--- config.mk ---
export PLATFORM = sky130hd
export DESIGN_NAME = weight_loader
export DESIGN_NICKNAME = d
export VERILOG_FILES = /design/src/rtl/dot_prod_pkg.sv /design/src/rtl/weight_col_buffer.sv /design/src/rtl/weight_loader.sv
export SDC_FILE = /design/constraint.sdc
export NUM_CORES = 1
export LEC_CHECK = 0
export CAP_MARGIN = 20
export CORE_MARGIN = 3
export CORE_UTILIZATION = 54
export DETAILED_ROUTE_END_ITERATION = 8
export GPL_TIMING_DRIVEN = 0
export PLACE_DENSITY = 0.79
export RECOVER_POWER = 50
export SLEW_MARGIN = 10
export SYNTH_ARGS = -nofsm -noshare
export SYNTH_HDL_FRONTEND = slang
export SYNTH_SLANG_ARGS = --single-unit
--- constraint.sdc ---
create_clock -name clk -period 3.05 [get_ports clk]
set_clock_uncertainty 0.2 [all_clocks]
set_input_delay 0.61 -clock clk [delete_from_list [all_inputs] [get_ports clk]]
set_output_delay 0.61 -clock clk [all_outputs]
set_load 0.05 [all_outputs]
--- src/rtl/dot_prod_pkg.sv ---
// dot_prod_pkg: shared constants, loader state encoding and lane slicing for the weight path
package dot_prod_pkg;
  localparam int DEF_NROW = 16;
  localparam int DEF_NCOL = 16;
  localparam int DEF_BITWIDTH = 18;
  localparam int DEF_ADDR_BITWIDTH = 4;
  typedef enum logic [1:0] {
    ST_IDLE  = 2'd0,
    ST_LOAD  = 2'd1,
    ST_WRITE = 2'd2,
    ST_DONE  = 2'd3
  } ld_state_e;
  // Row r of a column vector sits at bits [r*bw +: bw]; the weight RAM uses the same slicing.
  function automatic int lane_lo(input int r, input int bw);
    return r * bw;
  endfunction
endpackage

--- src/rtl/weight_col_buffer.sv ---
// weight_col_buffer: NROW-lane column register written one lane per cycle, flattened output
//   clk, reset : clock, synchronous active-high reset
//   we_i       : write lane idx_i with data_i
//   col_o      : all lanes, lane r at bits [r*BITWIDTH +: BITWIDTH]
module weight_col_buffer import dot_prod_pkg::*; #(
  parameter int NROW = DEF_NROW,
  parameter int BITWIDTH = DEF_BITWIDTH,
  parameter int IW = 4
) (
  input  logic                     clk,
  input  logic                     reset,
  input  logic                     we_i,
  input  logic [IW-1:0]            idx_i,
  input  logic [BITWIDTH-1:0]      data_i,
  output logic [NROW*BITWIDTH-1:0] col_o
);
  logic [BITWIDTH-1:0] lane_q [NROW];
  always_ff @(posedge clk) begin
    if (reset) begin
      for (int i = 0; i < NROW; i++) lane_q[i] <= '0;
    end else if (we_i) begin
      lane_q[idx_i] <= data_i;
    end
  end
  for (genvar r = 0; r < NROW; r++) begin : g_lane
    assign col_o[lane_lo(r, BITWIDTH) +: BITWIDTH] = lane_q[r];
  end
endmodule

--- src/rtl/weight_loader.sv ---
// weight_loader: packs NROW streamed words into a column and writes NCOL columns to the weight RAM
//   start              : begin a full load (only honoured in IDLE)
//   in_data/valid/ready: word stream, column-major order
//   wr_en/addr/data    : one-cycle column write toward the RAM
//   busy, done         : activity flag, end-of-load pulse
module weight_loader import dot_prod_pkg::*; #(
  parameter int NROW = DEF_NROW,
  parameter int NCOL = DEF_NCOL,
  parameter int BITWIDTH = DEF_BITWIDTH,
  parameter int ADDR_BITWIDTH = DEF_ADDR_BITWIDTH
) (
  input  logic                     clk,
  input  logic                     reset,
  input  logic                     start,
  input  logic [BITWIDTH-1:0]      in_data,
  input  logic                     in_valid,
  output logic                     in_ready,
  output logic                     wr_en,
  output logic [ADDR_BITWIDTH-1:0] wr_addr,
  output logic [NROW*BITWIDTH-1:0] wr_data,
  output logic                     busy,
  output logic                     done
);
  localparam int RW = NROW > 1 ? $clog2(NROW) : 1;
  localparam logic [RW-1:0] ROW_LAST = RW'(NROW - 1);
  localparam logic [ADDR_BITWIDTH-1:0] COL_LAST = ADDR_BITWIDTH'(NCOL - 1);
  ld_state_e state_q, state_d;
  logic [RW-1:0] row_q, row_d;
  logic [ADDR_BITWIDTH-1:0] col_q, col_d;
  logic [NROW*BITWIDTH-1:0] buf_col, wr_data_q;
  logic hs;
  assign hs = in_valid && state_q == ST_LOAD;
  always_comb begin
    state_d = state_q;
    row_d = row_q;
    col_d = col_q;
    unique case (state_q)
      ST_IDLE: if (start) begin
        state_d = ST_LOAD;
        row_d = '0;
        col_d = '0;
      end
      ST_LOAD: if (in_valid) begin
        state_d = row_q == ROW_LAST ? ST_WRITE : ST_LOAD;
        row_d = row_q == ROW_LAST ? '0 : row_q + 1'b1;
      end
      ST_WRITE: begin
        state_d = col_q == COL_LAST ? ST_DONE : ST_LOAD;
        col_d = col_q == COL_LAST ? col_q : col_q + 1'b1;
      end
      default: state_d = ST_IDLE;
    endcase
  end
  always_ff @(posedge clk) begin
    if (reset) begin
      state_q <= ST_IDLE;
      row_q <= '0;
      col_q <= '0;
      wr_data_q <= '0;
    end else begin
      state_q <= state_d;
      row_q <= row_d;
      col_q <= col_d;
      if (state_q == ST_WRITE) wr_data_q <= buf_col;
    end
  end
  weight_col_buffer #(.NROW(NROW), .BITWIDTH(BITWIDTH), .IW(RW)) u_buf (
    .clk    (clk),
    .reset  (reset),
    .we_i   (hs),
    .idx_i  (row_q),
    .data_i (in_data),
    .col_o  (buf_col)
  );
  assign in_ready = state_q == ST_LOAD;
  assign wr_en = state_q == ST_WRITE;
  assign wr_addr = col_q;
  // The buffer is refilled for the next column right after a write, so a shadow copy keeps wr_data stable.
  assign wr_data = wr_en ? buf_col : wr_data_q;
  assign busy = state_q != ST_IDLE;
  assign done = state_q == ST_DONE;
endmodule

==> impl_metrics.ini, run 1 <==
[status]
status = completed

[yosys]
synth-seq-cells = 586
synthDistinctLibCells = 36
synth_top_area_cell = edfxtp_1
synth_warnings = 0
ys_seq_area_share_pct = 66.5
syn_avg_cell_area_um2 = 9.46
synth_cells = 2324
synthTopCellsByArea = edfxtp_1 39%, dfxtp_1 27%, nand2_1 16%, a21oi_1 6.7%, nor2_1 5.0%
synth_area_um2 = 22000
netlist.area_leader.share_pct = 39.3
synth_fp_nets = 2351

[sta]
layout_min_cycle_time_ns = 2.97
hold_violations = 0
worst_pin_slew_ns = 0.860
period_share_pct = 97.3
fmax_mhz = 337
setup_viol = 0
fin_tns_setup_ns = 0
relSlewSlack_pct = 42.7
slew_violations = 0
timing.hold.ws_ns = 0.262

[floorplanning]
rows = 73
io_pins = 318
die-area_um2 = 43200
dieHeight_um = 208
core_um2 = 40000
initial_core_util_pct = 55.0
chipWidth_um = 208

[place]
dp_hpwl_um = 45600
routabilityCongestion = 0.853
io_buffers = 316

[clock_network]
clk_pin_slew_ns = 0.06
cts_num_sinks = 586
cts_tree = built
clkLatencyLatePin_ns = 0.60
cts_made_buffers = 56
clk_path_buf_depth = 3
root_buffer = clkbuf_16
hold_buffers = 0
cts_setup_buffers = 0
h-tree-depth = 2

[drt]
drc = 0
via_per_inst = 5.49
wirelength_um = 65200
wl_per_cell_um = 19.9
met2_length_um = 30500
wl_met1_um = 25200
highest_layer = met5
drtIter0Drc = 1677
drtPass1Iterations = 6
wl_met3_um = 6350
antenna_left = 0
vias = 17900

[setup_path]
r2r-start = state_q[1]$_SDFFE_PP0P_
max_stage_delay_ns = 0.30
cpLargestDelayFamily = buffers and inverters
reg2regPathDepth = 6
path_cells = buf_4 -> nand2b_1 -> buf_6 -> clkinv_4 -> buf_12 -> buf_6 -> nand2_1 -> nand2_1 -> buf_6
critPathLaunchType = flip-flop
endpoint_kind = output port
timing.rr.end = u_buf.lane_q[10][7]$_SDFFCE_PN0P_
crit_slowest_cell = dfxtp_1
critical_path_class = flip-flop to output port
cp_max_fo = 10
cp_common_cell = buf_6
required_ns = 2.24
cp.arrival_ns = 2.16
r2r_slack_ns = 0.38
worst-path-buf-inv = 6

[job]
cap_violations = 0

[final_layout]
drive_gt1_share_pct = 17.6
fin_nets = 2725
area_growth_pct = 24.9

[global_route]
grt_max_degree = 19
grtUsageTotal_pct = 29.1
grt_pass1_wl_um = 97000
grt_pass1_vias = 17400
overflow = 0
antenna_found_initial = 2

[pwr]
worst_ir_drop_vdd_mv = 0.429
leakage_nw = 11.9
total_power_w = 0.0153
p_per_area_nw_per_um2 = 557

[worst_hold_path]
hold_depth = 2
hold_path_end = wr_data_q[210]$_SDFF_PP0_
hold_class = flip-flop to flip-flop
min_from = wr_data_q[210]$_SDFF_PP0_
[worst min-delay path, stage by stage, from the launching register on]
cell and delay, ns:
dfxtp_1 0.30, nand2_1 0.06, a21oi_1 0.06
[worst max path at each step]
stage / start / to / slack, ns / cells past startpoint
after floorplan: state_q[0]$_SDFFE_PP0P_ / wr_data[277] / 0.55 / 8
after global placement: state_q[0]$_SDFFE_PP0P_ / wr_data[24] / -0.23 / 9
after detailed placement: state_q[0]$_SDFFE_PP0P_ / wr_data[18] / -0.23 / 9
after CTS: state_q[0]$_SDFFE_PP0P_ / wr_data[239] / -0.03 / 9
after global routing: state_q[0]$_SDFFE_PP0P_ / wr_data[227] / -0.009 / 8
final: state_q[0]$_SDFFE_PP0P_ / wr_data[141] / 0.08 / 9
[layer usage]
layer | vias up | track usage [%]
li1 | 8361 | -
met1 | 8499 | 38.1
met2 | 895 | 47.1
met3 | 181 | 5.74
met4 | 2 | 13.3
met5 | - | 0
[cells in the mapped netlist, drive strengths merged]
library cell    n
xnor2           1
nand2         947
buf            97
ha              5
a41o            1
or2             1
inv             5
nand3           4
nand4           3
o21bai          1
o21ai           3
edfxtp        288
mux2i           1
dfxtp         298
o31ai           1
nor2b           3
a31oi           1
nor2          294
o22ai           1
a21o           16
and3b           1
o2bb2ai         2
a2111oi         1
nor3b           1
nor3            1
clkbuf         43
a211oi          1
or3             1
a21oi         295
nand2b          1
and2            6
[through the flow]
step / setup WS, ns / cells / utilization (%) / area [um^2]
final: 0.0810 / 3270 / 68.6 / 27500
after global routing: -0.00890 / 3270 / 68.6 / 27500
after CTS: -0.0274 / 3269 / 67.6 / 27000
after detailed placement: -0.231 / 3165 / 64.5 / 25800
after global placement: -0.230 / 3165 / 64.5 / 25800
after floorplan: 0.550 / 2324 / - / 22000
[registers in the layout (all words and copies together), names as in the netlist]
signal and flops:
row_q 4, state_q 2, u_buf.lane_q 288, wr_addr 4, wr_data_q 288
[report_power, final]
group	internal (W)	total (W)	switching, W
logic	0.0000666	0.000349	0.000283
registers	0.00838	0.00842	0.0000451
clock network	0.00365	0.00653	0.00287
total	0.0121	0.0153	0.00320
[cell type report]
cell class	count	area [um^2]
clock buffers	84	1620
plain buffers	140	986
diodes	1	2.50
multi-input cells	1593	6640
well taps	525	657
clock inverters	20	95.1
flip-flops and latches	586	14600
inverters	5	23.8
fillers	3033	12500
repair buffers	316	2820
[cells by family (layout without fill, tap and decap cells)]
kind of cell	count (synthesis)	in the layout	share of synthesized area [%]
flops	586	586	66.5
buf+inv	145	565	3.47
mux	1	1	0.0455
compound gates	323	323	7.74
xor+xnor	1	1	0.0398
fa+ha+maj	5	5	0.284
other cells	0	1	0
simple gates	1263	1263	22.0
[repair_timing]
item | in CTS | in global routing
endpoints found under the setup margin | 289 | 289
cloned | 0 | 0
hold endpoints to repair | 0 | 0
gates resized for setup | 1798 | 154
pin swaps | 0 | 0
[cell usage in the layout (no fill, tap or decap), drive strengths merged, types with 2 or more instances in the layout]
master and n:
nand2 947, edfxtp 288, ha 5, nand4 3, buf 361, dfxtp 298
clkdlybuf4s50 25, nor2 294, a21oi 295, clkinv 20, nor2b 3, and2 6
nand3 4, clkbuf 152, a21o 16, o21ai 3, o2bb2ai 2, inv 5
dlymetal6s2s 2
Note: power is estimated with default switching activity, not from simulation.
==> run 2, diff against run 1 <==
Settings changed: CORE_UTILIZATION 54 to 55, PLACE_DENSITY 0.79 to 0.81.
Clock period 3.05 ns to 3.6 ns, I/O delays scaled along.
==> impl_metrics.ini, run 2 (same netlist as run 1, synthesis figures left out) <==
[pwr]
total_power_w = 0.0138
leakage_nw = 11.5
p_per_area_nw_per_um2 = 498
worst_ir_drop_vdd_mv = 0.416

[setup_path]
required_ns = 2.68
critical_path_class = flip-flop to output port
critPathLaunchType = flip-flop
cp_max_fo = 10
r2r-start = state_q[1]$_SDFFE_PP0P_
startpoint = state_q[0]$_SDFFE_PP0P_
endpoint_kind = output port
reg2regPathDepth = 6
cp.arrival_ns = 2.61

[final_layout]
top_regs = u_buf.lane_q x288, wr_data_q x288
nFillCells = 2834
area_growth_pct = 26.0
layout_commonest_cell = nand2_1
drive_gt1_share_pct = 17.2
fin_nets = 2725
final_cell_mix = 943 x nand2_1, 298 x dfxtp_1, 295 x a21oi_1, 294 x nor2_1, 288 x edfxtp_1
register_area_um2 = 14600
fin_util_pct = 70.9
multi_input_area_um2 = 6610

[sta]
worst_slack_ns = 0.0736
worst_pin_slew_ns = 0.856
relSlewSlack_pct = 42.9
fmax_mhz = 284
layout_min_cycle_time_ns = 3.53
hold_violations = 0
period_share_pct = 98.0
setup_viol = 0
timing.hold.ws_ns = 0.262
slew_violations = 0

[floorplanning]
rows = 72
die-area_um2 = 42400
dieHeight_um = 206
core_um2 = 39100
io_pins = 318
chipWidth_um = 206
initial_core_util_pct = 56.2

[clock_network]
clk_pin_slew_ns = 0.06
h-tree-depth = 2
cts_num_sinks = 586
root_buffer = clkbuf_16
clkLatencyLatePin_ns = 0.60
cts_tree = built
cts_made_buffers = 56
hold_buffers = 0
clk_path_buf_depth = 3

[place]
dp_hpwl_um = 45900
routabilityCongestion = 0.887
io_buffers = 316
place_ws_ns = 0.231

[worst_hold_path]
hold_class = flip-flop to flip-flop
hold_depth = 2
min_from = wr_data_q[256]$_SDFF_PP0_

[drt]
wirelength_um = 65200
antenna_left = 0
via_per_inst = 5.52
drtIter0Drc = 1859
wl_per_cell_um = 20.0
vias = 18000
drtPass1Iterations = 6
drc = 0

[global_route]
grtUsageTotal_pct = 30.3
antenna_found_initial = 2
overflow = 0
grt_pass1_wl_um = 97600
grt_pass1_vias = 17600
grt_max_degree = 19

[status]
status = completed

[job]
cap_violations = 0
[run 2: cell types whose count changed in the layout (fill, tap and decap cells not counted), moves of 8 or more]
cell	delta
clkbuf_1	-8
clkbuf_2	+71
dlygate4sd2_1	+9
nand2_2	-12
buf_2	+40
buf_6	-123
nand2_1	+12
clkbuf_4	-22
clkdlybuf4s15_2	+205
buf_4	-178
bufinv_16	+10
[run 2: cell type report]
cell class / instances / area share, %
flip-flops and latches: 586 / 52.7
diodes: 1 / 0.00903
clock inverters: 25 / 1.34
inverters: 5 / 0.0677
plain buffers: 140 / 2.71
clock buffers: 79 / 5.92
well taps: 518 / 2.34
repair buffers: 316 / 11.0
multi-input cells: 1593 / 23.9
[run 2: through the flow]
stage / TNS (ns) / instances / instance area [um^2]
6_report: 0 / 3263 / 27700
4_1_cts: 0 / 3262 / 28000
3_5_place_dp: 0 / 3158 / 25800
5_1_grt: -0.00151 / 3263 / 27700
3_3_place_gp: 0 / 3158 / 25800
2_1_floorplan: 0 / 2324 / 22000
[run 2: path summary, 6_finish.rpt]
| path | endpoint | slack, ns |
|---|---|---|
| setup / recovery | wr_data[97] | 0.07 |
| hold / removal | wr_data_q[256]$_SDFF_PP0_ | 0.26 |
| setup reg to reg | u_buf.lane_q[6][10]$_SDFFCE_PN0P_ | 0.92 |
| hold reg to reg | wr_data_q[256]$_SDFF_PP0_ | 0.26 |
[run 2: report_power, final]
group / leakage [nW] / internal (W) / switching (W)
combinational: 5.13 / 0.0000564 / 0.000238
sequential: 5.38 / 0.00710 / 0.0000389
clock: 0.987 / 0.00388 / 0.00248
[run 2: what timing repair did]
action,CTS,global route
setup buffers,0,0
gates resized for setup,737,119
endpoints found under the setup margin,289,130
hold endpoints to repair,0,0
[run 2: worst max-delay path, cell delays in order (launching register included)]
cell	delay, ns
dfxtp_1	0.30
buf_4	0.15
nand2b_1	0.13
buf_2	0.15
inv_2	0.08
buf_2	0.31
buf_4	0.23
nand2_1	0.09
nand2_1	0.06
clkdlybuf4s15_1	0.49
[run 2: layer usage]
layer  routed length, um  track usage, %  vias to the layer above
li1                    -               -                     8351
met1               24900            39.6                     8580
met2               30500            49.6                      901
met3                7000            6.50                      181
met4                2720            12.4                        2
met5                  13               0                        -
==> run 3, diff against run 2 <==
Settings changed: CTS_CLUSTER_SIZE set to 10.
==> impl_metrics.ini, run 3 (same netlist as run 1, synthesis figures left out) <==
[setup_path]
required_ns = 2.68
cp.arrival_ns = 2.61
cp.depth = 9
endpoint_kind = output port
critPathLaunchType = flip-flop
reg2regPathDepth = 6
crit_slowest_cell = clkdlybuf4s15_1
cp_max_fo = 10
worst-path-buf-inv = 6
max_stage_delay_ns = 0.49
cpLargestDelayFamily = buffers and inverters
path_cells = buf_4 -> nand2b_1 -> buf_2 -> inv_2 -> buf_2 -> buf_4 -> nand2_1 -> nand2_1 -> clkdlybuf4s15_1
critical_path_class = flip-flop to output port

[drt]
drtPass1Iterations = 6
antenna_left = 0
wl_per_cell_um = 20.1
wirelength_um = 66100
drc = 0
via_per_inst = 5.54
drtIter0Drc = 1870
vias = 18200

[clock_network]
clk_path_buf_depth = 3
clk_pin_slew_ns = 0.06
cts_tree = built
cts_setup_buffers = 0
cts_num_sinks = 586
hold_buffers = 0
h-tree-depth = 3
cts_made_buffers = 69
root_buffer = clkbuf_16
clkLatencyLatePin_ns = 0.59

[global_route]
grt_pass1_wl_um = 98900
grt_max_degree = 19
antenna_found_initial = 2
grt_pass1_vias = 17700
overflow = 0
grtUsageTotal_pct = 30.9

[sta]
slew_violations = 0
setup_viol = 0
relSlewSlack_pct = 41.7
worst_pin_slew_ns = 0.874
layout_min_cycle_time_ns = 3.53
hold_violations = 0
fmax_mhz = 283
worst_slack_ns = 0.0723
period_share_pct = 98.0
rsz0062_at_grt = true
timing.hold.ws_ns = 0.261

[floorplanning]
core_um2 = 39100
chipWidth_um = 206
rows = 72
initial_core_util_pct = 56.2
dieHeight_um = 206
die-area_um2 = 42400
io_pins = 318

[final_layout]
drive_gt1_share_pct = 16.1
final_cell_mix = 943 x nand2_1, 298 x dfxtp_1, 295 x a21oi_1, 294 x nor2_1, 288 x edfxtp_1
fin_nets = 2738
top_regs = u_buf.lane_q x288, wr_data_q x288
layout_commonest_cell = nand2_1
area_growth_pct = 24.2

[pwr]
p_per_area_nw_per_um2 = 506
worst_ir_drop_vdd_mv = 0.460
leakage_nw = 11.6

[job]
cap_violations = 0

[place]
dp_hpwl_um = 45900
io_buffers = 316
routabilityCongestion = 0.887
place_ws_ns = 0.231

[status]
status = completed

[worst_hold_path]
hold_depth = 2
hold_class = flip-flop to flip-flop
==> run 3: cell types whose count changed in the layout (fill, tap and decap cells not counted), sizes merged <==
cell / before / now
clkbuf: 196 / 308
clkdlybuf4s15: 206 / 141
clkinv: 14 / 1
bufinv: 10 / 0
buf: 95 / 93
clkdlybuf4s18: 2 / 0
clkinvlp: 1 / 0
inv: 5 / 6
==> run 3: power by group <==
group | switching [W] | internal, W
registers | 0.0000392 | 0.00710
logic | 0.000238 | 0.0000564
clock network | 0.00259 | 0.00379
==> run 3: metal layers <==
| layer | global-route usage (%) | vias up | wire [um] |
|---|---|---|---|
| met5 | 0 | - | 16 |
| met4 | 12.4 | 2 | 2630 |
| met3 | 7.04 | 180 | 7250 |
| met2 | 50.3 | 992 | 31100 |
| met1 | 40.4 | 8626 | 25200 |
| li1 | - | 8391 | - |
==> run 3: layout make-up <==
class | instances | area [um^2]
Tap cell | 518 | 648
Timing Repair Buffer | 316 | 2610
Multi-Input combinational cell | 1593 | 6610
Inverter | 5 | 18.8
Clock inverter | 2 | 11.3
Clock buffer | 122 | 2030
Fill cell | 2904 | 11800
Buffer | 140 | 754
Antenna cell | 1 | 2.50
Sequential cell | 586 | 14600
==> run 3: timing repair <==
| action | 4_1_cts | 5_1_grt |
|---|---|---|
| resized for setup | 601 | 237 |
| pin swaps | 0 | 0 |
| endpoints found under the setup margin | 289 | 200 |
==> run 3: stage by stage <==
| stage | cells | utilization (%) | TNS, ns | area, um^2 | total power [W] |
|---|---|---|---|---|---|
| 2_1_floorplan | 2324 | - | 0 | 22000 | 0.00741 |
| 4_1_cts | 3282 | 71.3 | 0 | 27900 | 0.0138 |
| 6_report | 3283 | 69.8 | 0 | 27300 | 0.0138 |
| 3_3_place_gp | 3158 | 66.0 | 0 | 25800 | 0.00755 |
| 5_1_grt | 3283 | 69.8 | -0.0195 | 27300 | 0.0141 |
| 3_5_place_dp | 3158 | 66.0 | 0 | 25800 | 0.00756 |
==> run 3: final timing paths <==
path	start	end	slack, ns
max reg2reg	state_q[1]$_SDFFE_PP0P_	u_buf.lane_q[2][7]$_SDFFCE_PN0P_	0.92
max	state_q[0]$_SDFFE_PP0P_	wr_data[105]	0.07
min reg2reg	wr_data_q[256]$_SDFF_PP0_	wr_data_q[256]$_SDFF_PP0_	0.26
min	wr_data_q[256]$_SDFF_PP0_	wr_data_q[256]$_SDFF_PP0_	0.26
==> run 3: worst min-delay path: cells and delay by family, from the launching register on <==
kind,cells,cell delay [ns]
flops,1,0.29
compound gates,1,0.06
simple gates,1,0.06
